===== src/rtl/sfr_access_master_pkg.sv =====
// -----------------------------------------------------------------------------
// sfr_acc_pkg
// Shared types and constants for the SFR access master.
//   sfr_acc_state_t : access FSM states
//   SFR_SPACE_BASE  : lowest direct address that maps to the SFR space
//   SFR_WR_LAT      : acceptance-to-ack cycles for a write (no verify)
//   SFR_RD_LAT      : acceptance-to-ack cycles for a read
// -----------------------------------------------------------------------------
package sfr_acc_pkg;

    typedef enum logic [2:0] {
        ST_IDLE,
        ST_WRITE,
        ST_READ,
        ST_WAIT,
        ST_DONE
    } sfr_acc_state_t;

    localparam logic [7:0]  SFR_SPACE_BASE = 8'h80;
    localparam int unsigned SFR_WR_LAT     = 2;
    localparam int unsigned SFR_RD_LAT     = 3;

    // Direct addresses below 0x80 are internal RAM, never an SFR.
    function automatic logic in_sfr_space(input logic [7:0] a);
        return (a >= SFR_SPACE_BASE);
    endfunction

endpackage


===== src/rtl/sfr_access_master_if.sv =====
// -----------------------------------------------------------------------------
// sfr_access_master_if
// Bundles the core request/response handshake and the SFR strobe bus.
//   Core side : req, we, bit_op, addr, wdata, wbit -> ack, err, rdata, rbit
//   SFR side  : sfr_addr, en, oe, Bb, position, din, bin -> sfr_hit, dout, bout
// Modports:
//   master : the access master (drives ack/rdata and the SFR strobes)
//   slave  : the environment (core + SFR bank/decoder)
// -----------------------------------------------------------------------------
interface sfr_access_master_if #(
    parameter int unsigned WIDTH = 8
);
    // core request / response
    logic             req;
    logic             we;
    logic             bit_op;
    logic [7:0]       addr;
    logic [WIDTH-1:0] wdata;
    logic             wbit;
    logic             ack;
    logic             err;
    logic [WIDTH-1:0] rdata;
    logic             rbit;
    // SFR strobe bus
    logic [7:0]       sfr_addr;
    logic             sfr_hit;
    logic             en;
    logic             oe;
    logic             Bb;
    logic [WIDTH-1:0] position;
    logic [WIDTH-1:0] din;
    logic             bin;
    logic [WIDTH-1:0] dout;
    logic             bout;

    modport master (
        input  req, we, bit_op, addr, wdata, wbit, sfr_hit, dout, bout,
        output ack, err, rdata, rbit, sfr_addr, en, oe, Bb, position, din, bin
    );

    modport slave (
        output req, we, bit_op, addr, wdata, wbit, sfr_hit, dout, bout,
        input  ack, err, rdata, rbit, sfr_addr, en, oe, Bb, position, din, bin
    );

endinterface


===== src/rtl/sfr_access_master_decode.sv =====
// -----------------------------------------------------------------------------
// sfr_bitaddr_decode
// Maps an 8051 direct byte address or bit address onto the SFR bus fields.
//   i_addr       : direct byte address (byte op) or bit address (bit op)
//   i_bit_op     : 1 = bit access, 0 = byte access
//   o_sfr_addr   : byte address of the owning SFR
//   o_position   : one-hot bit select, all zero for byte ops
//   o_Bb         : 1 = byte, 0 = bit
// -----------------------------------------------------------------------------
module sfr_bitaddr_decode #(
    parameter int unsigned WIDTH = 8
) (
    input  logic [7:0]       i_addr,
    input  logic             i_bit_op,
    output logic [7:0]       o_sfr_addr,
    output logic [WIDTH-1:0] o_position,
    output logic             o_Bb
);

    always_comb begin
        o_sfr_addr = i_addr;
        o_position = '0;
        o_Bb       = 1'b1;
        if (i_bit_op) begin
            // Bit-addressable SFRs sit on 8-byte boundaries; low 3 bits pick the bit.
            o_sfr_addr = {i_addr[7:3], 3'b000};
            o_position = {{(WIDTH-1){1'b0}}, 1'b1} << i_addr[2:0];
            o_Bb       = 1'b0;
        end
    end

endmodule


===== src/rtl/sfr_access_master.sv =====
// -----------------------------------------------------------------------------
// sfr_access_master
// Initiator side of the SFR port: turns core byte/bit read/write requests into
// en/oe strobes on the shared SFR bus and returns the registered SFR data.
//   clk   : single clock, rising edge
//   reset : asynchronous, active-low
//   bus   : sfr_access_master_if.master (core handshake + SFR strobe bus)
// Optional feature (macro SFR_ACC_VERIFY_EN): every write is followed by a
// read-back; err flags a mismatch and rdata/rbit return the read-back value.
// -----------------------------------------------------------------------------
module sfr_access_master
    import sfr_acc_pkg::*;
#(
    parameter int unsigned WIDTH = 8
) (
    input  logic                  clk,
    input  logic                  reset,
    sfr_access_master_if.master   bus
);

    sfr_acc_state_t   r_state;
    logic [7:0]       r_sfr_addr;
    logic [WIDTH-1:0] r_position;
    logic             r_Bb;
    logic [WIDTH-1:0] r_din;
    logic             r_bin;
    logic             r_en;
    logic             r_oe;
    logic             r_ack;
    logic             r_err;
    logic [WIDTH-1:0] r_rdata;
    logic             r_rbit;
`ifdef SFR_ACC_VERIFY_EN
    logic             r_we;
`endif

    logic [7:0]       w_dec_addr;
    logic [WIDTH-1:0] w_dec_pos;
    logic             w_dec_Bb;
    logic             w_accept_ok;

    sfr_bitaddr_decode #(.WIDTH(WIDTH)) u_decode (
        .i_addr     (bus.addr),
        .i_bit_op   (bus.bit_op),
        .o_sfr_addr (w_dec_addr),
        .o_position (w_dec_pos),
        .o_Bb       (w_dec_Bb)
    );

    // The decoder answers for the live address while idle, so the hit check
    // and the acceptance decision happen on the same edge.
    assign w_accept_ok  = in_sfr_space(bus.addr) && bus.sfr_hit;
    assign bus.sfr_addr = (r_state == ST_IDLE) ? w_dec_addr : r_sfr_addr;

    always_ff @(posedge clk or negedge reset) begin
        if (!reset) begin
            r_state    <= ST_IDLE;
            r_sfr_addr <= '0;
            r_position <= '0;
            r_Bb       <= 1'b1;
            r_din      <= '0;
            r_bin      <= 1'b0;
            r_en       <= 1'b0;
            r_oe       <= 1'b0;
            r_ack      <= 1'b0;
            r_err      <= 1'b0;
            r_rdata    <= '0;
            r_rbit     <= 1'b0;
`ifdef SFR_ACC_VERIFY_EN
            r_we       <= 1'b0;
`endif
        end else begin
            // Strobes and ack are single-cycle; they are set on the edge that
            // enters their state so they line up with that state's cycle.
            r_en  <= 1'b0;
            r_oe  <= 1'b0;
            r_ack <= 1'b0;
            case (r_state)
                ST_IDLE: begin
                    r_err <= 1'b0;
                    if (bus.req) begin
                        r_sfr_addr <= w_dec_addr;
                        r_position <= w_dec_pos;
                        r_Bb       <= w_dec_Bb;
                        r_din      <= bus.wdata;
                        r_bin      <= bus.wbit;
`ifdef SFR_ACC_VERIFY_EN
                        r_we       <= bus.we;
`endif
                        if (!w_accept_ok) begin
                            r_state <= ST_DONE;
                            r_ack   <= 1'b1;
                            r_err   <= 1'b1;
                        end else if (bus.we) begin
                            r_state <= ST_WRITE;
                            r_en    <= 1'b1;
                        end else begin
                            r_state <= ST_READ;
                            r_oe    <= 1'b1;
                        end
                    end
                end
                ST_WRITE: begin
`ifdef SFR_ACC_VERIFY_EN
                    r_state <= ST_READ;
                    r_oe    <= 1'b1;
`else
                    r_state <= ST_DONE;
                    r_ack   <= 1'b1;
                    r_err   <= 1'b0;
`endif
                end
                ST_READ: begin
                    r_state <= ST_WAIT;
                end
                ST_WAIT: begin
                    if (r_Bb) r_rdata <= bus.dout;
                    else      r_rbit  <= bus.bout;
`ifdef SFR_ACC_VERIFY_EN
                    // Read-back compare against the held write data (din/bin).
                    r_err <= r_we && (r_Bb ? (bus.dout != r_din) : (bus.bout != r_bin));
`else
                    r_err <= 1'b0;
`endif
                    r_state <= ST_DONE;
                    r_ack   <= 1'b1;
                end
                ST_DONE: begin
                    r_state <= ST_IDLE;
                    r_err   <= 1'b0;
                end
                default: begin
                    r_state <= ST_IDLE;
                end
            endcase
        end
    end

    assign bus.en       = r_en;
    assign bus.oe       = r_oe;
    assign bus.Bb       = r_Bb;
    assign bus.position = r_position;
    assign bus.din      = r_din;
    assign bus.bin      = r_bin;
    assign bus.ack      = r_ack;
    assign bus.err      = r_err;
    assign bus.rdata    = r_rdata;
    assign bus.rbit     = r_rbit;

endmodule


===== src/flat_wrapper.sv =====
// flat-port wrapper written by rule: the top's interface ports become plain ports
module sfr_access_master_flat import sfr_acc_pkg::*;
#(
    parameter int unsigned WIDTH = 8
)
  (clk, reset, bus_req, bus_we, bus_bit_op, bus_addr, bus_wdata, bus_wbit, bus_sfr_hit, bus_dout, bus_bout, bus_ack, bus_err, bus_rdata, bus_rbit, bus_sfr_addr, bus_en, bus_oe, bus_Bb, bus_position, bus_din, bus_bin);
  sfr_access_master_if #(.WIDTH(WIDTH)) bus_i ();
  input  logic clk;
  input  logic reset;
  input wire logic [$bits(bus_i.req)-1:0] bus_req;
  input wire logic [$bits(bus_i.we)-1:0] bus_we;
  input wire logic [$bits(bus_i.bit_op)-1:0] bus_bit_op;
  input wire logic [$bits(bus_i.addr)-1:0] bus_addr;
  input wire logic [$bits(bus_i.wdata)-1:0] bus_wdata;
  input wire logic [$bits(bus_i.wbit)-1:0] bus_wbit;
  input wire logic [$bits(bus_i.sfr_hit)-1:0] bus_sfr_hit;
  input wire logic [$bits(bus_i.dout)-1:0] bus_dout;
  input wire logic [$bits(bus_i.bout)-1:0] bus_bout;
  output wire logic [$bits(bus_i.ack)-1:0] bus_ack;
  output wire logic [$bits(bus_i.err)-1:0] bus_err;
  output wire logic [$bits(bus_i.rdata)-1:0] bus_rdata;
  output wire logic [$bits(bus_i.rbit)-1:0] bus_rbit;
  output wire logic [$bits(bus_i.sfr_addr)-1:0] bus_sfr_addr;
  output wire logic [$bits(bus_i.en)-1:0] bus_en;
  output wire logic [$bits(bus_i.oe)-1:0] bus_oe;
  output wire logic [$bits(bus_i.Bb)-1:0] bus_Bb;
  output wire logic [$bits(bus_i.position)-1:0] bus_position;
  output wire logic [$bits(bus_i.din)-1:0] bus_din;
  output wire logic [$bits(bus_i.bin)-1:0] bus_bin;
  assign bus_i.req = bus_req;
  assign bus_i.we = bus_we;
  assign bus_i.bit_op = bus_bit_op;
  assign bus_i.addr = bus_addr;
  assign bus_i.wdata = bus_wdata;
  assign bus_i.wbit = bus_wbit;
  assign bus_i.sfr_hit = bus_sfr_hit;
  assign bus_i.dout = bus_dout;
  assign bus_i.bout = bus_bout;
  assign bus_ack = bus_i.ack;
  assign bus_err = bus_i.err;
  assign bus_rdata = bus_i.rdata;
  assign bus_rbit = bus_i.rbit;
  assign bus_sfr_addr = bus_i.sfr_addr;
  assign bus_en = bus_i.en;
  assign bus_oe = bus_i.oe;
  assign bus_Bb = bus_i.Bb;
  assign bus_position = bus_i.position;
  assign bus_din = bus_i.din;
  assign bus_bin = bus_i.bin;
  sfr_access_master #(.WIDTH(WIDTH)) u_core (.clk(clk), .reset(reset), .bus(bus_i));
endmodule

===== config.mk =====
export PLATFORM = sky130hd
export DESIGN_NAME = sfr_access_master_flat
export DESIGN_NICKNAME = d
export VERILOG_FILES = /design/src/rtl/sfr_access_master_pkg.sv /design/src/rtl/sfr_access_master_if.sv /design/src/rtl/sfr_access_master_decode.sv /design/src/rtl/sfr_access_master.sv /design/src/flat_wrapper.sv
export SDC_FILE = /design/constraint.sdc
export NUM_CORES = 1
export LEC_CHECK = 0
export CORE_ASPECT_RATIO = 0.75
export CORE_MARGIN = 3
export CORE_UTILIZATION = 47
export DETAILED_ROUTE_END_ITERATION = 16
export PLACE_DENSITY = 0.94
export SLEW_MARGIN = 20
export SYNTH_ARGS = -nofsm -noshare
export SYNTH_HDL_FRONTEND = slang
export SYNTH_HIERARCHICAL = 1
export SYNTH_SLANG_ARGS = --single-unit

===== constraint.sdc =====
create_clock -name clk -period 4.1 [get_ports clk]
set_input_delay 0.41 -clock clk [delete_from_list [all_inputs] [get_ports clk]]
set_output_delay 0.41 -clock clk [all_outputs]
set_load 0.01 [all_outputs]

Yosys cells after proc, flatten, opt, wreduce, memory -nomap -nowiden:

Index checks and enable logic that the tools add are counted.

* register bits: 42
* input port bits: 32
* bits in writable memories: 0
* memories kept: 0
* word-level logic and storage cells: 48
* bits in latches: 0
* ROM bits: 0

* equality and inequality tests: 5
* divide/modulo/power cells: 0
* $lt $le $gt $ge: 1
* add/sub/neg operators: 0
* $mul: 0
* bitwise operators: 1
* shifts and indexed selects: 1
* reductions and logical operators: 8
* multiplexer cells: 20

Operators by type and width (count)
* $mux 8: 2
* $mux 1: 11
* $mux 3: 3
* $pmux 3 s3: 1
* $ge 8x8->1 const B: 1
* $shl 1x3->8 const A: 1
* $eq 3x2->1 const B: 2
* $reduce_and 2->1: 3
* $pmux 1 s2: 2
* $eq 3x1->1 const B: 1
* $eq 3x3->1 const B: 1
* $logic_not 3->1: 1
* $reduce_or 3->1: 1
* $mux 2: 1
* $ne 2x2->1 const B: 1
* $reduce_bool 2->1: 1
* $reduce_or 2->1: 1
* $logic_and 1x1->1: 1
* $not 1->1: 1

Logic depth before layout (Yosys ltp):

Gate-level depths: netlist of run 1.

* depth in word-level cells: 5
* mapped depth: 5
* depth with buffers taken out: 2

By module:

Netlist of run 1, hierarchy kept.

Modules (own cells, without submodules)
* sfr_access_master: sequential area each 1052.3 µm², times used 1, cells an instance 109, area an instance 1766.7 µm²
* sfr_bitaddr_decode: sequential area each 0.0 µm², times used 1, cells an instance 18, area an instance 158.9 µm²

Worst setup path before layout of run 1:

OpenSTA, ideal clock, no wires.

* kind: reg2out
* start: register u_core.r_state[2]
* end: output port bus_sfr_addr[0]
* required time: 3.690 ns
* stages on the path, launching flop included: 4
* setup slack: 2.367 ns
* arrival time: 1.323 ns
* path through: dfrtp_1 -> buf_6 -> nor3_2 -> mux2_2

* word-level cells in the longest chain between the ends: 2

Ends and longest elaborated chain
* from (decl): line sfr_access_master.sv:21 `sfr_acc_state_t r_state;`
* from (signal assigned): line sfr_access_master.sv:57 `r_state <= ST_IDLE;`
* from (signal assigned): line sfr_access_master.sv:91 `r_state <= ST_DONE;`
* from (signal assigned): line sfr_access_master.sv:95 `r_state <= ST_WRITE;`
* $logic_not 3->1: line sfr_access_master.sv:53 `assign bus.sfr_addr = (r_state == ST_IDLE) ? w_dec_addr : r_sfr_addr;`
* $mux 8: line sfr_access_master.sv:53
* to (decl): line flat_wrapper.sv:23 `output wire logic [$bits(bus_i.sfr_addr)-1:0] bus_sfr_addr;`

No other way between the ends.

Worst setup path in the final report of run 1:

* start: register u_core.r_state[2]
* end: output port bus_sfr_addr[3]

The elaborated chain is that of the path after synthesis.

==> summary.txt, run 1 <==
Status
  • Status: finished clean

Critical path
  • CP max stage cell: nor3_2
  • FF-to-FF Start: u_core/r_state[2]$_DFFE_PN0P_
  • CP cell instances: nor3_2 -> mux2_2 -> clkdlybuf4s50_1
  • R2R setup slack: 2.10 ns
  • Worst Setup SP: u_core/r_state[2]$_DFFE_PN0P_
  • CP Data Required Time: 3.69 ns
  • Worst R2R End: u_core/bus.position[5]$_DFFE_PN0P_
  • Worst setup EP type: output pin
  • Setup CP Type: reg -> out
  • Arrival @ worst endpoint: 2.32 ns
  • Worst-path maximum fanout: 9
  • Crit path to: bus_sfr_addr[3]
  • Worst r2r path cells: 3
  • Startpoint types: flip-flop
  • Crit-path max cell delay: 0.62 ns

Floorplanning
  • Initial Util: 50.6%
  • Die X: 79.9 um
  • Core Box Area: 3800 sq um
  • Rows: 19
  • Die Area: 4910 sq um
  • Io pins: 71
  • Die height: 61.4 um

Logic synthesis
  • Synthesized cell area: 1930 sq um
  • Seq/Total Area, Yosys: 54.6%
  • Mapped Cells: 127
  • Synth cell types: 25
  • Syn_nets: 159
  • Share of the synthesized area in the top cell type: 53.3%
  • Avg Cell Area, Syn: 15.2 sq um
  • Predominant post-synthesis flop cell: dfrtp_1
  • EDFF count, synth: 0
  • Async SR Flop Fraction: 100%
  • Cell taking the most area after synthesis: dfrtp_1
  • Syn. warnings: 6
  • Synth top area cells: dfrtp_1 (53%), mux2_2 (22%), mux2_4 (4.7%)
  • Count of state elements after synthesis: 42

Routing
  • Vias: 1,254
  • TritonRoute pass-1 iters: 4
  • Final wirelength: 4.14 mm
  • DRC violations left: 0
  • DR iter-0 viols: 96
  • Antenna Nets Post-Route: 0
  • Avg WL per Cell: 16.8 um
  • Vias per cell: 5.10

GRT
  • Total Routing Usage GR: 18.0%
  • First-pass GRT wire length: 6.69 mm
  • Largest net degree at the start of global routing: 43
  • Gr ovfl total: 0
  • Antenna violations before repair: 0
  • Number of global-route vias before repair: 1,383

Run
  • Max-cap violations: 0

Layout
  • Ant diodes: 0
  • Register area: 1050 sq um
  • Fillers: 273
  • Most frequent cells in the layout: clkdlybuf4s50_1 (69), dfrtp_1 (41), mux2_2 (37)
  • Synth-to-layout area growth: 40.0%
  • Finished layout cell area: 2700 sq um
  • Layout cells sized above 1: 28.9%
  • Layout Nets: 225
  • Multi-input combinational cell area: 754 sq um
  • Commonest non-fill, non-tap cell in the layout: clkdlybuf4s50_1

Placed design
  • Gpl congestion: 0.721
  • Port bufs: 70
  • Placed cell area: 2590 sq um
  • Hpwl dp: 3.05 mm
  • Place WS: 1.70 ns

Clocking
  • CTS tree: built
  • Cts hold-fix bufs: 0
  • CTS max path bufs: 2
  • Root buf cell: clkbuf_8
  • CTS buffer count: 5
  • # clock sinks: 42
  • CTS resizes: 0
  • Setup repair bufs after CTS: 0
  • Clock-pin slew on the worst setup and hold paths: 0.08 ns
  • Clk Latency, worst-skew pair: 0.29 ns
  • H-tree levels: 2

Power
  • Logic pwr share: 46.0%
  • Internal: 1330 uW
  • PD cells: 702 nW/um^2
  • Max VDD drop: 482 uV
  • Pleak: 0.00116 uW
  • Switching share of power: 30.0%
  • NetSw: 568 uW
  • Clock power share: 16.8%
  • Register share of total power: 37.3%

Worst hold path
  • Hold Path Class: in -> async

STA
  • Worst Skew: 0.0127 ns
  • Final hold vios: 0
  • Final worst path period need: 2.73 ns
  • RSZ-0062 raised after global routing: no
  • Final setup TNS: 0 ns
  • Worst slew margin: 40.7%
  • Post-route setup slack: 1.37 ns
  • Final Cycle Share: 66.6%
  • Max Slew Vio Count: 0
  • Worst slew pin tran: 0.890 ns
  • Fmax: 0.366 GHz
  • Final hold slack: 0.231 ns
  • # setup viols final: 0
==> metal layers <==
layer | up-vias | track usage [%] | wire length [um]
met5 | - | 0 | 0
met3 | 8 | 5.56 | 269
met4 | 0 | 7.47 | 66
met1 | 617 | 22.1 | 1740
li1 | 587 | - | -
met2 | 42 | 30.4 | 2070
==> flip-flops by register name, summed over array words and instances, names as in the netlist <==
register / cells
u_core/bus.din: 8
u_core/bus.position: 8
u_core/bus.rdata: 8
u_core/r_sfr_addr: 8
u_core/r_state: 3
u_core/bus.Bb: 1
u_core/bus.ack: 1
u_core/bus.bin: 1
u_core/bus.en: 1
u_core/bus.err: 1
u_core/bus.oe: 1
u_core/bus.rbit: 1
==> power by group through the flow <==
stage | combinational (uW) | clock, uW | sequential (uW)
3_5_place_dp | 877 | 0 | 710
5_1_grt | 926 | 342 | 730
3_3_place_gp | 851 | 0 | 694
6_report | 870 | 318 | 705
4_1_cts | 883 | 322 | 706
2_1_floorplan | 454 | 0 | 726
==> worst min-delay path by stage <==
stage                                           from                                to  cells after the start
floorplan                                      reset          u_core/bus.ack$_DFF_PN0_                      0
global placement    u_core/r_sfr_addr[3]$_DFFE_PN0P_  u_core/r_sfr_addr[3]$_DFFE_PN0P_                      1
detailed placement   u_core/bus.rdata[1]$_DFFE_PN0P_   u_core/bus.rdata[1]$_DFFE_PN0P_                      1
CTS                                            reset  u_core/r_sfr_addr[4]$_DFFE_PN0P_                      1
global route                                   reset  u_core/r_sfr_addr[4]$_DFFE_PN0P_                      1
finish                                         reset  u_core/r_sfr_addr[4]$_DFFE_PN0P_                      1
==> cell type report <==
class                           instances  area share, %
Clock inverter                          2           1.39
Multi-Input combinational cell         70           28.0
Timing Repair Buffer                   71           26.1
Tap cell                               52           2.41
Clock buffer                            6           2.69
Inverter                                3          0.418
Sequential cell                        42           39.0
==> Yosys cell counts (2+ instances only) <==
library cell,number
dfrtp_1,41
and4bb_1,3
and4b_1,3
mux2_2,37
buf_6,2
nor2b_1,3
buf_4,8
nand4b_1,2
a22o_1,3
inv_1,3
a211oi_1,2
nor2_1,2
mux2_4,6
==> logic make-up (layout without fill, tap and decap cells) <==
kind of cell           Yosys count  after routing  share of synthesized area [%]
buffers and inverters           15             82                           6.17
muxes                           44             44                           26.9
and+or+nand+nor                 21             21                           10.1
DFF                             42             42                           54.6
AOI/OAI and AO/OA                5              5                           2.14
==> per-stage QoR <==
| stage | instances | util [%] | total power [uW] |
|---|---|---|---|
| after floorplan | 127 | - | 1180 |
| after global placement | 238 | 68.0 | 1540 |
| after detailed placement | 238 | 68.0 | 1590 |
| after CTS | 246 | 70.9 | 1910 |
| after global routing | 246 | 70.9 | 2000 |
| final | 246 | 70.9 | 1890 |
==> critical path: cells and delay by family, from the launching register on <==
kind,cells,cell delay [ns]
buffers and inverters,1,0.48
AND/OR/NAND/NOR,1,0.62
flip-flops,1,0.51
multiplexers,1,0.41
(Power assumes the default switching activity.)
==> run 2: changes to the inputs <==
--- a/config.mk
+++ b/config.mk
@@ -7,9 +7,9 @@
 export LEC_CHECK = 0
 export CORE_ASPECT_RATIO = 0.75
 export CORE_MARGIN = 3
-export CORE_UTILIZATION = 47
+export CORE_UTILIZATION = 44
 export DETAILED_ROUTE_END_ITERATION = 16
-export PLACE_DENSITY = 0.94
+export PLACE_DENSITY = 0.89
 export SLEW_MARGIN = 20
 export SYNTH_ARGS = -nofsm -noshare
 export SYNTH_HDL_FRONTEND = slang
==> constraint.sdc (replaced) <==
create_clock -name clk -period 2.8 [get_ports clk]
set_input_delay 0.28 -clock clk [delete_from_list [all_inputs] [get_ports clk]]
set_output_delay 0.28 -clock clk [all_outputs]
set_load 0.01 [all_outputs]
==> summary.txt, run 2 (synthesis results as in run 1) <==
Routing
  • Vias per cell: 5.18
  • Vias: 1,290
  • Antenna Nets Post-Route: 0
  • DRC violations left: 0
  • DR iter-0 viols: 72
  • Avg WL per Cell: 17.1 um
  • Final wirelength: 4.26 mm
  • TritonRoute pass-1 iters: 3

STA
  • Final hold vios: 0
  • Final Cycle Share: 93.0%
  • Final setup TNS: 0 ns
  • Max Slew Vio Count: 0
  • Final worst path period need: 2.60 ns
  • Worst Skew: 0.00537 ns
  • Worst slew pin tran: 0.908 ns
  • RSZ-0062 raised after global routing: no
  • Worst slew margin: 39.5%
  • # setup viols final: 0
  • Fmax: 0.384 GHz

Floorplanning
  • Die Area: 5210 sq um
  • Die height: 63.3 um
  • Die X: 82.4 um
  • Rows: 20
  • Initial Util: 46.6%
  • Io pins: 71
  • Core Box Area: 4130 sq um

Layout
  • Ant diodes: 0
  • Layout cells sized above 1: 28.4%
  • Commonest non-fill, non-tap cell in the layout: clkdlybuf4s50_1
  • Finished layout cell area: 2670 sq um
  • Layout Nets: 226
  • Most frequent cells in the layout: clkdlybuf4s50_1 (69), dfrtp_1 (41), mux2_2 (37)
  • Synth-to-layout area growth: 38.9%

Critical path
  • Worst r2r path cells: 3
  • Worst setup EP type: output pin
  • CP cell instances: nor3_2 -> mux2_2 -> clkdlybuf4s50_1
  • Startpoint types: flip-flop
  • CP max stage cell: nor3_2
  • Crit-path max cell delay: 0.64 ns
  • Setup CP Type: reg -> out
  • Worst-path maximum fanout: 9
  • CP Data Required Time: 2.52 ns
  • Arrival @ worst endpoint: 2.32 ns

Clocking
  • Clock-pin slew on the worst setup and hold paths: 0.07 ns
  • Root buf cell: clkbuf_8
  • Cts hold-fix bufs: 0
  • CTS buffer count: 5
  • CTS tree: built
  • Setup repair bufs after CTS: 0
  • CTS max path bufs: 2
  • CTS resizes: 0
  • # clock sinks: 42
  • H-tree levels: 2
  • Clk Latency, worst-skew pair: 0.29 ns

Placed design
  • Placed cell area: 2600 sq um
  • Hpwl dp: 3.20 mm
  • Gpl congestion: 0.765
  • Port bufs: 70

GRT
  • Number of global-route vias before repair: 1,473
  • First-pass GRT wire length: 7.21 mm
  • Total Routing Usage GR: 18.3%
  • Antenna violations before repair: 0
  • Gr ovfl total: 0
  • Largest net degree at the start of global routing: 43

Worst hold path
  • Hold Path Class: in -> async

Power
  • Pleak: 0.00115 uW
  • Max VDD drop: 570 uV
  • PD cells: 1000 nW/um^2

Run
  • Max-cap violations: 0

Status
  • Status: finished clean
## run 2: power breakdown
group | internal, uW | switching [uW]
clock | 172 | 187
sequential | 860 | 172
combinational | 822 | 470
## run 2: metrics by stage
stage | std cells | setup slack, ns | power [uW] | utilization (%) | hold WS [ns]
6_report | 249 | 0.197 | 2680 | 64.8 | 0.119
3_3_place_gp | 242 | 0.606 | 2280 | 62.9 | 0.437
4_1_cts | 249 | 0.157 | 2720 | 64.8 | 0.143
3_5_place_dp | 242 | 0.524 | 2340 | 62.9 | 0.461
5_1_grt | 249 | 0.0656 | 2860 | 64.8 | 0.203
2_1_floorplan | 127 | 1.20 | 1730 | - | -0.0156
## run 2: layout make-up
type                            count  area (sq um)
Fill cell                         315          1460
Inverter                            3          11.3
Tap cell                           55          68.8
Sequential cell                    42          1050
Timing Repair Buffer               72           711
Multi-Input combinational cell     70           754
Clock buffer                        7          76.3
## run 2: critical path, delay by kind of cell, from the launching register on
family / cells / cell delay, ns
simple gates: 1 / 0.64
flops: 1 / 0.50
buf+inv: 1 / 0.48
mux: 1 / 0.41
## run 2: worst paths after layout
check	start	to	slack (ns)
max in group asynchronous	reset	u_core/bus.din[4]$_DFFE_PN0P_	2.11
worst min-delay path	reset	u_core/bus.rbit$_DFFE_PN0P_	0.12
worst max-delay path	u_core/r_state[2]$_DFFE_PN0P_	bus_sfr_addr[3]	0.20
worst min register to register	u_core/bus.rdata[6]$_DFFE_PN0P_	u_core/bus.rdata[6]$_DFFE_PN0P_	0.51
worst max register to register	u_core/r_state[2]$_DFFE_PN0P_	u_core/bus.position[4]$_DFFE_PN0P_	1.12
min in group clk	u_core/bus.rdata[6]$_DFFE_PN0P_	u_core/bus.rdata[6]$_DFFE_PN0P_	0.51
## run 2: per-layer routing
metal,share of wire [%],GRT usage [%]
met5,0,0
met4,1.8,6.43
met3,8.6,6.29
met2,51,30.8
met1,39,21.2
==> run 3: changes to the inputs <==
--- a/config.mk
+++ b/config.mk
@@ -15,3 +15,4 @@
 export SYNTH_HDL_FRONTEND = slang
 export SYNTH_HIERARCHICAL = 1
 export SYNTH_SLANG_ARGS = --single-unit
+export TNS_END_PERCENT = 1
==> constraint.sdc (replaced) <==
create_clock -name clk -period 2.95 [get_ports clk]
set_input_delay 0.295 -clock clk [delete_from_list [all_inputs] [get_ports clk]]
set_output_delay 0.295 -clock clk [all_outputs]
set_load 0.01 [all_outputs]
==> summary.txt, run 3 (synthesis results as in run 1) <==
Status
  • Status: finished clean

Layout
  • Commonest non-fill, non-tap cell in the layout: clkdlybuf4s50_1
  • Layout Nets: 226
  • Final Non-Filler Cells: 250
  • Ant diodes: 0
  • Layout cells sized above 1: 29.2%
  • Most frequent cells in the layout: clkdlybuf4s50_1 (69), dfrtp_1 (41), mux2_2 (37)
  • Synth-to-layout area growth: 39.6%
  • Finished layout cell area: 2690 sq um

Critical path
  • Setup CP Type: reg -> out
  • R2R setup slack: 1.30 ns
  • Worst setup EP type: output pin
  • Worst R2R End: u_core/bus.position[4]$_DFFE_PN0P_
  • Worst r2r path cells: 3
  • CP Data Required Time: 2.65 ns
  • Startpoint types: flip-flop
  • FF-to-FF Start: u_core/r_state[2]$_DFFE_PN0P_
  • Worst-path maximum fanout: 9
  • Arrival @ worst endpoint: 2.34 ns

Placed design
  • Port bufs: 70
  • Placed cell area: 2600 sq um
  • Cells after DPL: 242
  • Hpwl dp: 3.06 mm
  • Place WS: 0.669 ns
  • Gpl congestion: 0.765

Clocking
  • Cts hold-fix bufs: 0
  • CTS buffer count: 5
  • # clock sinks: 42
  • Setup repair bufs after CTS: 0
  • CTS tree: built
  • Clock-pin slew on the worst setup and hold paths: 0.07 ns
  • Clk Latency, worst-skew pair: 0.28 ns
  • Root buf cell: clkbuf_8
  • H-tree levels: 2
  • CTS max path bufs: 2
  • CTS resizes: 0

Power
  • Register share of total power: 38.1%
  • Design Power: 2570 uW
  • Logic pwr share: 47.7%
  • Switching share of power: 30.4%
  • NetSw: 782 uW
  • Max VDD drop: 457 uV
  • Internal: 1790 uW
  • Pleak: 0.00116 uW
  • PD cells: 955 nW/um^2
  • Clock power share: 14.2%

Routing
  • DR WL met2: 2.10 mm
  • DRC violations left: 0
  • DR iter-0 viols: 27
  • Avg WL per Cell: 16.4 um
  • Met3 WL: 362 um
  • Max Used Layer: met4
  • Vias per cell: 5.06
  • Antenna Nets Post-Route: 0
  • M1 WL: 1.61 mm
  • Vias: 1,266
  • TritonRoute pass-1 iters: 4
  • Final wirelength: 4.10 mm

Floorplanning
  • Rows: 20
  • Initial Util: 46.6%
  • Io pins: 71
  • Die height: 63.3 um
  • Core Box Area: 4130 sq um
  • Die X: 82.4 um
  • Die Area: 5210 sq um

STA
  • Final Cycle Share: 89.5%
  • Final hold vios: 0
  • Final setup TNS: 0 ns
  • Worst Skew: 0.00222 ns
  • Worst slew pin tran: 0.878 ns
  • Final worst path period need: 2.64 ns
  • Worst slew margin: 41.4%
  • Fmax: 0.379 GHz
  • Max Slew Vio Count: 0
  • RSZ-0062 raised after global routing: no
  • # setup viols final: 0
  • Post-route setup slack: 0.311 ns

Run
  • Max-cap violations: 0

GRT
  • Gr ovfl total: 0
  • Largest net degree at the start of global routing: 43
  • Total Routing Usage GR: 17.6%
  • Antenna violations before repair: 0
  • First-pass GRT wire length: 7.03 mm
  • Number of global-route vias before repair: 1,440

Worst hold path
  • Hold Path Class: in -> async
run 3: worst max-delay path: stages (launching register included):
cell             delay (ns)
dfrtp_1                0.49
nor3_2                 0.67
mux2_2                 0.42
clkdlybuf4s50_1        0.48
run 3: power by group through the flow:
| stage | logic (uW) | registers, uW | clock network [uW] |
|---|---|---|---|
| 2_1_floorplan | 631 | 1010 | 0 |
| 3_3_place_gp | 1200 | 963 | 0 |
| 3_5_place_dp | 1230 | 988 | 0 |
| 4_1_cts | 1240 | 983 | 378 |
| 5_1_grt | 1310 | 1010 | 412 |
| 6_report | 1220 | 979 | 364 |
run 3: area by class of cell:
class,instances,area (sq um)
clock buffer,7,86.3
sequential,42,1050
timing repair buffer,72,711
fill,322,1440
multi-input combinational,70,754
tap,55,68.8
inverter,3,11.3
clock inverter,1,5.00
run 3: per-layer routing:
layer	global-route usage (%)	vias to the layer above
li1	-	585
met1	21.0	625
met2	29.9	52
met3	6.00	4
met4	4.36	0
met5	0	-
run 3: stage by stage:
stage,hold slack (ns),util (%)
detailed placement,0.473,62.9
finish,0.126,65.1
floorplan,-0.000591,-
CTS,0.165,65.1
global placement,0.452,62.9
global route,0.208,65.1
run 3: worst max-delay path by stage:
stage                                  to                          start  slack [ns]  depth (start not counted)
final                     bus_sfr_addr[1]  u_core/r_state[2]$_DFFE_PN0P_        0.31                          3
after global routing      bus_sfr_addr[5]  u_core/r_state[2]$_DFFE_PN0P_        0.26                          3
after CTS                 bus_sfr_addr[3]  u_core/r_state[2]$_DFFE_PN0P_        0.33                          3
after detailed placement  bus_sfr_addr[3]  u_core/r_state[2]$_DFFE_PN0P_        0.67                          3
after global placement    bus_sfr_addr[1]  u_core/r_state[2]$_DFFE_PN0P_        0.74                          3
after floorplan           bus_sfr_addr[0]  u_core/r_state[2]$_DFFE_PN0P_        1.33                          3
